--- config.mk ---
export PLATFORM = sky130hd
export DESIGN_NAME = tick_period_meter
export DESIGN_NICKNAME = d
export VERILOG_FILES = /design/src/rtl/tick_period_meter.sv
export SDC_FILE = /design/constraint.sdc
export NUM_CORES = 1
export LEC_CHECK = 0
export BUFFER_PORTS_ARGS = -buffer_cell sky130_fd_sc_hd__buf_4
export CAP_MARGIN = 40
export CORE_UTILIZATION = 55
export CTS_BUF_LIST = sky130_fd_sc_hd__clkbuf_4
export DETAILED_ROUTE_END_ITERATION = 16
export HOLD_SLACK_MARGIN = 0.06
export PLACE_DENSITY = 0.86
export SLEW_MARGIN = 0
export SYNTH_ARGS = -nofsm -noshare
export SYNTH_HDL_FRONTEND = slang
export SYNTH_SLANG_ARGS = --single-unit
--- constraint.sdc ---
create_clock -name clk_in -period 4.6 [get_ports clk_in]
set_input_delay 0.92 -clock clk_in [delete_from_list [all_inputs] [get_ports clk_in]]
set_output_delay 0.92 -clock clk_in [all_outputs]
set_load 0.02 [all_outputs]
--- src/rtl/tick_period_meter.sv ---
// Measures the clk_in-cycle interval between tick_in strobes, flags lock and loss of ticks.
// Optional running min/max period tracking is enabled by defining TICK_MINMAX_EN.
module tick_period_meter #(
    parameter int CNT_W      = 21,
    parameter int EXP_PERIOD = 10000,
    parameter int TOL        = 0,
    parameter int LOCK_N     = 4,
    parameter int TIMEOUT    = 2**21-1
) (
    input  logic             clk_in,
    input  logic             reset,
    input  logic             enable,
    input  logic             tick_in,
`ifdef TICK_MINMAX_EN
    input  logic             minmax_clr,
    output logic [CNT_W-1:0] period_min,
    output logic [CNT_W-1:0] period_max,
`endif
    output logic [CNT_W-1:0] period,
    output logic             period_valid,
    output logic             in_tol,
    output logic             locked,
    output logic             timeout
);

    localparam logic [1:0] S_IDLE = 2'd0;
    localparam logic [1:0] S_ARM  = 2'd1;
    localparam logic [1:0] S_MEAS = 2'd2;

    localparam logic [CNT_W-1:0]        TO_V   = CNT_W'(TIMEOUT);
    localparam logic signed [CNT_W:0]   EXP_S  = (CNT_W+1)'(EXP_PERIOD);
    localparam logic [CNT_W:0]          TOL_V  = (CNT_W+1)'(TOL);
    localparam logic [3:0]              LOCK_V = 4'(LOCK_N);

    logic [1:0]       state_q, state_d;
    logic [CNT_W-1:0] gap_q, gap_d;
    logic [CNT_W-1:0] period_q, period_d;
    logic             pv_q, pv_d;
    logic             intol_q, intol_d;
    logic [3:0]       lock_q, lock_d;
    logic             to_q, to_d;

    logic                    tick_ev, measure, gap_sat, tol_ok;
    logic signed [CNT_W:0]   diff;
    logic [CNT_W:0]          mag;

    assign tick_ev = enable & tick_in;
    assign measure = tick_ev & (state_q == S_MEAS);
    assign gap_sat = (gap_q == TO_V);

    // Signed difference one bit wider than the counter so the magnitude never wraps.
    assign diff   = $signed({1'b0, gap_q}) - EXP_S;
    assign mag    = (diff < 0) ? -diff : diff;
    assign tol_ok = (mag <= TOL_V);

    always_comb begin
        state_d  = state_q;
        gap_d    = tick_ev ? CNT_W'(1) : (gap_sat ? gap_q : gap_q + CNT_W'(1));
        period_d = period_q;
        pv_d     = 1'b0;
        intol_d  = intol_q;
        lock_d   = lock_q;
        to_d     = to_q;
        if (!enable) begin
            state_d = S_IDLE;
            intol_d = 1'b0;
            lock_d  = 4'd0;
            to_d    = 1'b0;
        end else begin
            case (state_q)
                S_IDLE: state_d = S_ARM;
                S_ARM: begin
                    if (tick_in) begin
                        state_d = S_MEAS;
                        to_d    = 1'b0;
                    end
                end
                S_MEAS: begin
                    // A tick on the saturation cycle wins over the timeout.
                    if (tick_in) begin
                        period_d = gap_q;
                        pv_d     = 1'b1;
                        intol_d  = tol_ok;
                        lock_d   = !tol_ok ? 4'd0 :
                                   (lock_q == LOCK_V) ? lock_q : lock_q + 4'd1;
                    end else if (gap_sat) begin
                        to_d    = 1'b1;
                        lock_d  = 4'd0;
                        state_d = S_ARM;
                    end
                end
                default: state_d = S_IDLE;
            endcase
        end
    end

    always_ff @(posedge clk_in) begin
        if (reset) begin
            state_q  <= S_IDLE;
            gap_q    <= '0;
            period_q <= '0;
            pv_q     <= 1'b0;
            intol_q  <= 1'b0;
            lock_q   <= 4'd0;
            to_q     <= 1'b0;
        end else begin
            state_q  <= state_d;
            gap_q    <= gap_d;
            period_q <= period_d;
            pv_q     <= pv_d;
            intol_q  <= intol_d;
            lock_q   <= lock_d;
            to_q     <= to_d;
        end
    end

    assign period       = period_q;
    assign period_valid = pv_q;
    assign in_tol       = intol_q;
    assign locked       = (lock_q == LOCK_V);
    assign timeout      = to_q;

`ifdef TICK_MINMAX_EN
    logic [CNT_W-1:0] min_q, min_d, max_q, max_d;

    // A clear coinciding with a measurement seeds both extremes with that period.
    always_comb begin
        min_d = min_q;
        max_d = max_q;
        if (minmax_clr) begin
            min_d = measure ? gap_q : '1;
            max_d = measure ? gap_q : '0;
        end else if (measure) begin
            if (gap_q < min_q) min_d = gap_q;
            if (gap_q > max_q) max_d = gap_q;
        end
    end

    always_ff @(posedge clk_in) begin
        if (reset) begin
            min_q <= '1;
            max_q <= '0;
        end else begin
            min_q <= min_d;
            max_q <= max_d;
        end
    end

    assign period_min = min_q;
    assign period_max = max_q;
`endif

endmodule

Word level (Yosys, flattened, before mapping). Cells that the tools add are included.

Register bits: 51. Memory bits (writable): 0. Memories kept: 0. Output and inout port bits: 25. Input bits: 4. Bits in latches: 0. Bits in read-only memories: 0.

Mux-type cells: 16. Reduce and logical (&&, ||, !) cells: 11. Add/subtract/negate cells: 4. Multipliers: 0. $lt $le $gt $ge: 2. Shift operators: 0. Bitwise operators: 3. Div/mod/pow operators: 0. Equal/unequal tests: 9.

Operators with widths (number): 22-bit by 1-bit less-or-equal comparator with 1-bit output (second input constant) (1); 22-bit by 1-bit < comparator with 1-bit output (second input constant) (1); 22-bit two-way mux (1); 22-bit negator (1); 21-bit by 14-bit subtractor with 22-bit output (second input constant) (1); 21-bit by 1-bit adder with 21-bit output (second input constant) (1); 21-bit == test (second input constant) (1); 4-bit two-way mux (4); 3-bit AND reduction (3); 2-bit != test (second input constant) (4); 1-bit two-way mux (6); 2-bit two-way mux (3); 2-bit case mux with 3 select lines (1); 4-bit by 1-bit adder with 4-bit output (second input constant) (1); 4-bit by 3-bit == test with 1-bit output (second input constant) (1); 4-bit AND reduction (1); 2-bit nonzero test (2); 2-bit OR reduction (2); 3-bit != test (second input constant) (1); 3-bit OR reduction (1); 2-bit by 1-bit == test with 1-bit output (second input constant) (1); 2-bit == test (second input constant) (1); 2-bit zero test (1); 1-bit NOT (2); other kinds (3) (3).

Depth between registers and ports, before layout. Gate-level depths: netlist (run 1).

Depth in word-level cells: 6. Depth in mapped cells: 12. Mapped depth without buffers: 10.

Worst setup path before layout (run 1). No wires, ideal clock.

Kind: register -> register. Start point: register gap_q[4]. End point: register lock_q[2]. Clock period less this slack: 3.326 ns. Cell stages (with the launch flop): 13. Buffers on the path: 2. Required time: 4.521 ns. Arrival time: 3.247 ns. Path slack: 1.274 ns. Cell sequence: dfxtp_1 clkbuf_1 inv_1 ha_1 or3b_1 buf_6 a211o_1 a211o_1 mux2_4 o32a_1 nor4_4 nand3_2 a211oi_2.

Cells in the longest elaborated chain, start to end: 6. Elaborated cells on any way between the ends: 11. Classes of those cells: 2 x add/sub; 2 x order compare; 2 x eq/ne; 3 x mux; 2 x reduce/logical.

RTL lines: from (decl) (line 36) `logic [CNT_W-1:0] gap_q, gap_d;`; from (signal assigned) (line 108) `gap_q <= gap_d;`; 21-bit by 14-bit subtractor with 22-bit output (line 52) `assign diff = $signed({1'b0, gap_q}) - EXP_S;`; 22-bit negator / 22-bit by 1-bit < comparator with 1-bit output (equally long branches) (line 53) `assign mag = (diff < 0) ? -diff : diff;`; 22-bit two-way mux (line 53); 22-bit by 1-bit less-or-equal comparator with 1-bit output (line 54) `assign tol_ok = (mag <= TOL_V);`; 3-bit != test (no line) / 4-bit two-way mux (equally long branches); 3-bit AND reduction (no line) / 4-bit two-way mux (equally long branches); to (signal assigned) (line 112) `lock_q <= lock_d;`; to (decl) (line 40) `logic [3:0] lock_q, lock_d;`.

Several ways; a longest one is shown, not always the timed one. A chain may end at the register's enable or synchronous reset.

Final worst setup path (run 1). Same ends and word-level chain as after synthesis.

==> impl_metrics.yaml, run 1 <==
status:
  outcome: "completed"
clock_network:
  cts_tree: "yes"
  cts.sinks: 51
  cts_max_path_buffers: 2
  post_cts_resized: 0
  clk_pin_slew_ns: 0.16
  h-tree-depth: 2
  hold_buffers: 0
  cts-root-buf: "clkbuf_4"
  clk_latency_ns: 0.38
  cts_setup_buffers: 0
  cts_buffers: 5
pwr:
  p_seq_share_pct: 64.0
  power_frac_comb_pct: 4.3
  pwr-share-clk_pct: 31.6
  power_density_mw_per_mm2: 212
  power_switching_uw: 179
  irDropWorstVdd_uv: 199
  leakagePower_nw: 1.16
  sw_frac_of_total_pct: 25.6
  internal_power_uw: 521
synth:
  yosys-top-cells-count: "nand2_1 (63), dfxtp_1 (51), nor2_1 (37)"
  synth_top_area_share_pct: 33.4
  synth_area_sq_mm: 0.00306
  synth.most_common_cell: "nand2_1"
  yosysWarnings: 0
  synth_edf_count: 0
  ys_types: 59
  synth_nets: 412
  synthArstFlopShare_pct: 0
  synth_flop_cell: "dfxtp_1"
  synth-seq-area-share_pct: 33.4
  synth.area.top_cells: "dfxtp_1 (33%), nand2_1 (7.7%), a21oi_1 (5.7%)"
  ys_ff_latch: 51
  synth_area_per_cell_sq_um: 7.62
  syn_inst: 401
  synth_largest_area_cell: "dfxtp_1"
setup_path:
  cp_slowest_cell: "or3b_1"
  critPathRequiredTime_ns: 4.91
  cp.arrival_ns: 3.98
  cpPeakStageDelay_ns: 0.52
  critPathKind: "reg -> reg"
  end_kind: "flop"
  critPathLaunchType: "flop"
  path_max_fanout: 15
  path_common_cell: "a211o_1"
  crit_chain: "inv_1 -> ha_1 -> or3b_1 -> a211o_1 -> a211o_1 -> mux2_4 -> o32a_1 -> nor4_4 -> nand3_2 -> a211oi_2"
timing:
  drv_slew: 0
  fmax_ghz: 0.272
  timing.setup.tns_ns: 0
  skew_ns: 0.0208
  hold_viol: 0
  relSlewSlack_pct: 45.9
  rsz0062_at_grt: "no"
  finalSetupViolations: 0
  fin_crit_sh_pct: 79.8
  fin_crit_ns: 3.67
  final.setup.worst_slack_ns: 0.928
  tightest_slew_ns: 0.809
die:
  die_h_microns: 76.6
  die_area_sq_mm: 0.00586
  rows: 26
  pin_count: 29
  core-area_sq_mm: 0.00524
  initial_core_util_pct: 58.4
  die_x_microns: 76.6
layout:
  drive_gt1_share_pct: 11.5
  areaGrowthSynthToFinish_pct: 7.86
  fin_nets: 418
  nFillCells: 459
  antennaDiodeCount: 0
  instances_no_fill: 478
drt:
  drt_iter0_markers: 218
  routedWlPerCell_microns: 14.6
  routed-via-count: 2823
  antenna_left: 0
  drcViolationCount: 0
  viasPerCell: 5.91
  dr.pass1.iters: 4
  routed_wl_microns: 6970
min_path:
  hp-class: "reg -> reg"
global_routing:
  track_usage_pct: 24.8
  grt_pass1_vias: 2539
  grt_max_degree: 27
  antenna_found_initial: 0
  grt_pass1_wl_microns: 11800
  grt.overflow.total: 0
place:
  dp.cells: 470
  hpwl_microns: 5170
  port_buffers: 28
  dp_slack_ns: 0.958
  finalWeightedCongestion: 0.940
job:
  cap_violations: 0
worst paths after layout:
path	start	to	slack, ns	depth (start not counted)
max reg2reg	gap_q[4]	lock_q[2]	0.93	10
max	gap_q[4]	lock_q[2]	0.93	10
min reg2reg	period[10]	period[10]	0.47	2
min	period[10]	period[10]	0.47	2
cells in the final DEF, fill, tap and decap left out, types with 4 or more instances in the layout:
cell	count
nand2_1	63
dfxtp_1	51
nor2_1	37
a21oi_1	35
buf_4	29
xnor2_1	17
o21ai_0	12
inv_1	11
nand3_1	11
xor2_1	11
nor3_1	10
nand4_1	9
nor2b_1	8
ha_1	7
and3_1	6
nand2b_1	6
and4_1	6
nor4_1	5
clkbuf_4	5
or3_1	4
o211ai_1	4
and2_1	4
power by group through the flow:
stage | registers, mW | clock network [mW] | logic [mW]
2_1_floorplan | 0.456 | 0 | 0.0232
3_3_place_gp | 0.457 | 0 | 0.0296
3_5_place_dp | 0.457 | 0 | 0.0300
4_1_cts | 0.448 | 0.227 | 0.0301
5_1_grt | 0.449 | 0.239 | 0.0345
6_report | 0.448 | 0.221 | 0.0303
through the flow:
stage | utilization [%] | total power, mW | hold WS (ns) | instance area [sq um]
global route | 62.9 | 0.722 | 0.493 | 3300
floorplan | - | 0.480 | 0.466 | 3060
CTS | 62.9 | 0.705 | 0.469 | 3300
global placement | 61.7 | 0.487 | 0.445 | 3230
detailed placement | 61.7 | 0.488 | 0.449 | 3230
finish | 62.9 | 0.700 | 0.467 | 3300
worst max-delay path: cells and delay by family (launching register included):
kind / cells / cell delay (ns)
AO/OA/AOI/OAI: 4 / 1.19
adder cells (fa/ha/maj): 1 / 0.33
buffers and inverters: 1 / 0.22
flip-flops: 1 / 0.50
multiplexers: 1 / 0.31
AND/OR/NAND/NOR: 3 / 1.05
layout make-up:
type	count	area [sq um]	area share, %
repair buffers	29	218	6.60
inverters	11	41.3	1.25
multi-input cells	309	1860	56.5
clock inverters	3	27.5	0.835
flip-flops and latches	51	1020	31.0
well taps	70	87.6	2.66
clock buffers	5	37.5	1.14
metal layers:
metal	global-route usage, %	share of wire (%)
met4	10.0	2.4
met1	33.7	47
met3	4.07	5.5
met2	39.1	45
met5	0	0
flip-flops by register name, indices dropped and copies added, names as in the netlist:
name,cells
gap_q,21
in_tol,1
lock_q,4
period,21
period_valid,1
state_q,2
timeout,1
cells by family after synthesis:
family	after synthesis	share of synthesized area (%)
buffers and inverters	41	5.61
and+or+nand+nor	186	31.1
adders and majority gates	7	2.87
DFF	51	33.4
AOI/OAI and AO/OA	85	17.8
xor gates and xnor gates	28	8.02
muxes	3	1.23
(Power assumes the default switching activity.)
==> inputs of run 2 (changes only) <==
Clock period 4.6 ns to 3.82 ns, I/O delays scaled along.
==> impl_metrics.yaml, run 2 (same netlist as run 1, synthesis figures left out) <==
drt:
  routed_wl_microns: 7410
  dr.pass1.iters: 4
  viasPerCell: 5.97
  routed-via-count: 2872
  routedWlPerCell_microns: 15.4
  drt_iter0_markers: 228
  drcViolationCount: 0
  antenna_left: 0
layout:
  regArea_sq_mm: 0.00102
  multiInputGateArea_sq_mm: 0.00186
  layout_common_cells: "nand2_1 (63), dfxtp_1 (51), nor2_1 (37)"
  post-route-util_pct: 63.7
  areaGrowthSynthToFinish_pct: 9.09
  layout_commonest_cell: "nand2_1"
  antennaDiodeCount: 0
  drive_gt1_share_pct: 11.9
  postLayoutCellArea_sq_mm: 0.00333
  nFillCells: 451
  fin_nets: 421
  instances_no_fill: 481
clock_network:
  cts_setup_buffers: 0
  cts.sinks: 51
  hold_buffers: 0
  cts_tree: "yes"
  clk_pin_slew_ns: 0.15
  post_cts_resized: 0
  h-tree-depth: 2
  clk_latency_ns: 0.37
  cts-root-buf: "clkbuf_4"
  cts_buffers: 5
  cts_max_path_buffers: 2
setup_path:
  r2r_start: "gap_q[5]"
  end_kind: "flop"
  cp.arrival_ns: 3.79
  critPathRequiredTime_ns: 4.13
  critPathKind: "reg -> reg"
  crit_start: "gap_q[5]"
  critPathLaunchType: "flop"
  path_max_fanout: 11
die:
  die_x_microns: 76.6
  core-area_sq_mm: 0.00524
  die_h_microns: 76.6
  initial_core_util_pct: 58.4
  pin_count: 29
  rows: 26
  die_area_sq_mm: 0.00586
timing:
  fmax_ghz: 0.287
  fin_crit_ns: 3.49
  rsz0062_at_grt: "no"
  fin_crit_sh_pct: 91.3
  skew_ns: 0.00582
  tightest_slew_ns: 0.854
  timing.setup.tns_ns: 0
  finalSetupViolations: 0
  drv_slew: 0
  hold_viol: 0
  relSlewSlack_pct: 42.9
  final.setup.worst_slack_ns: 0.332
  hold_ws_ns: 0.466
place:
  finalWeightedCongestion: 1.03
  dpl_cell_area_sq_mm: 0.00325
  dp.cells: 473
  port_buffers: 28
  hpwl_microns: 5360
  dp_slack_ns: 0.367
global_routing:
  track_usage_pct: 27.0
  grt_pass1_vias: 2724
  antenna_found_initial: 0
  grt_max_degree: 27
  grt_pass1_wl_microns: 12800
  grt.overflow.total: 0
min_path:
  hp-class: "reg -> reg"
  worst_hold_startpoint: "period[12]"
pwr:
  p_total_uw: 893
  irDropWorstVdd_uv: 203
  leakagePower_nw: 1.19
  power_density_mw_per_mm2: 268
job:
  cap_violations: 0
status:
  outcome: "completed"
-- run 2: cell types whose count changed in the layout (fill, tap and decap cells not counted) --
cell,change
buf_4,+3
bufinv_16,+1
clkinv_1,+1
clkinvlp_4,-1
inv_8,-1
-- run 2: power by group --
group	internal, mW	switching (mW)
Combinational	0.0127	0.0246
Sequential	0.535	0.00405
Clock	0.138	0.178
Total	0.686	0.207
-- run 2: worst paths after layout --
path	to	cells after the start	slack (ns)
hold / removal	period[12]	2	0.47
hold reg to reg	period[12]	2	0.47
setup reg to reg	lock_q[2]	10	0.33
setup / recovery	lock_q[2]	10	0.33
-- run 2: per-layer routing --
metal / track usage, % / up-vias / routed length [microns] / share of wire [%]
li1: - / 1419 / - / -
met1: 37.9 / 1337 / 3580 / 48
met2: 42.7 / 100 / 3300 / 45
met3: 3.47 / 16 / 388 / 5.2
met4: 9.04 / 0 / 143 / 1.9
met5: 0 / - / 0 / 0
-- run 2: critical path: stages (launching register included) --
cell      delay [ns]
dfxtp_1         0.45
inv_1           0.16
ha_1            0.30
or3b_1          0.50
a211o_1         0.31
a211o_1         0.32
mux2_4          0.31
o32a_1          0.32
nor4_4          0.42
nand3_2         0.11
a211oi_2        0.22
-- run 2: cell type report --
class	instances	area share, %
multi-input cells	309	55.9
flip-flops and latches	51	30.6
clock inverters	3	1.28
repair buffers	32	7.20
clock buffers	5	1.13
inverters	11	1.24
well taps	70	2.63
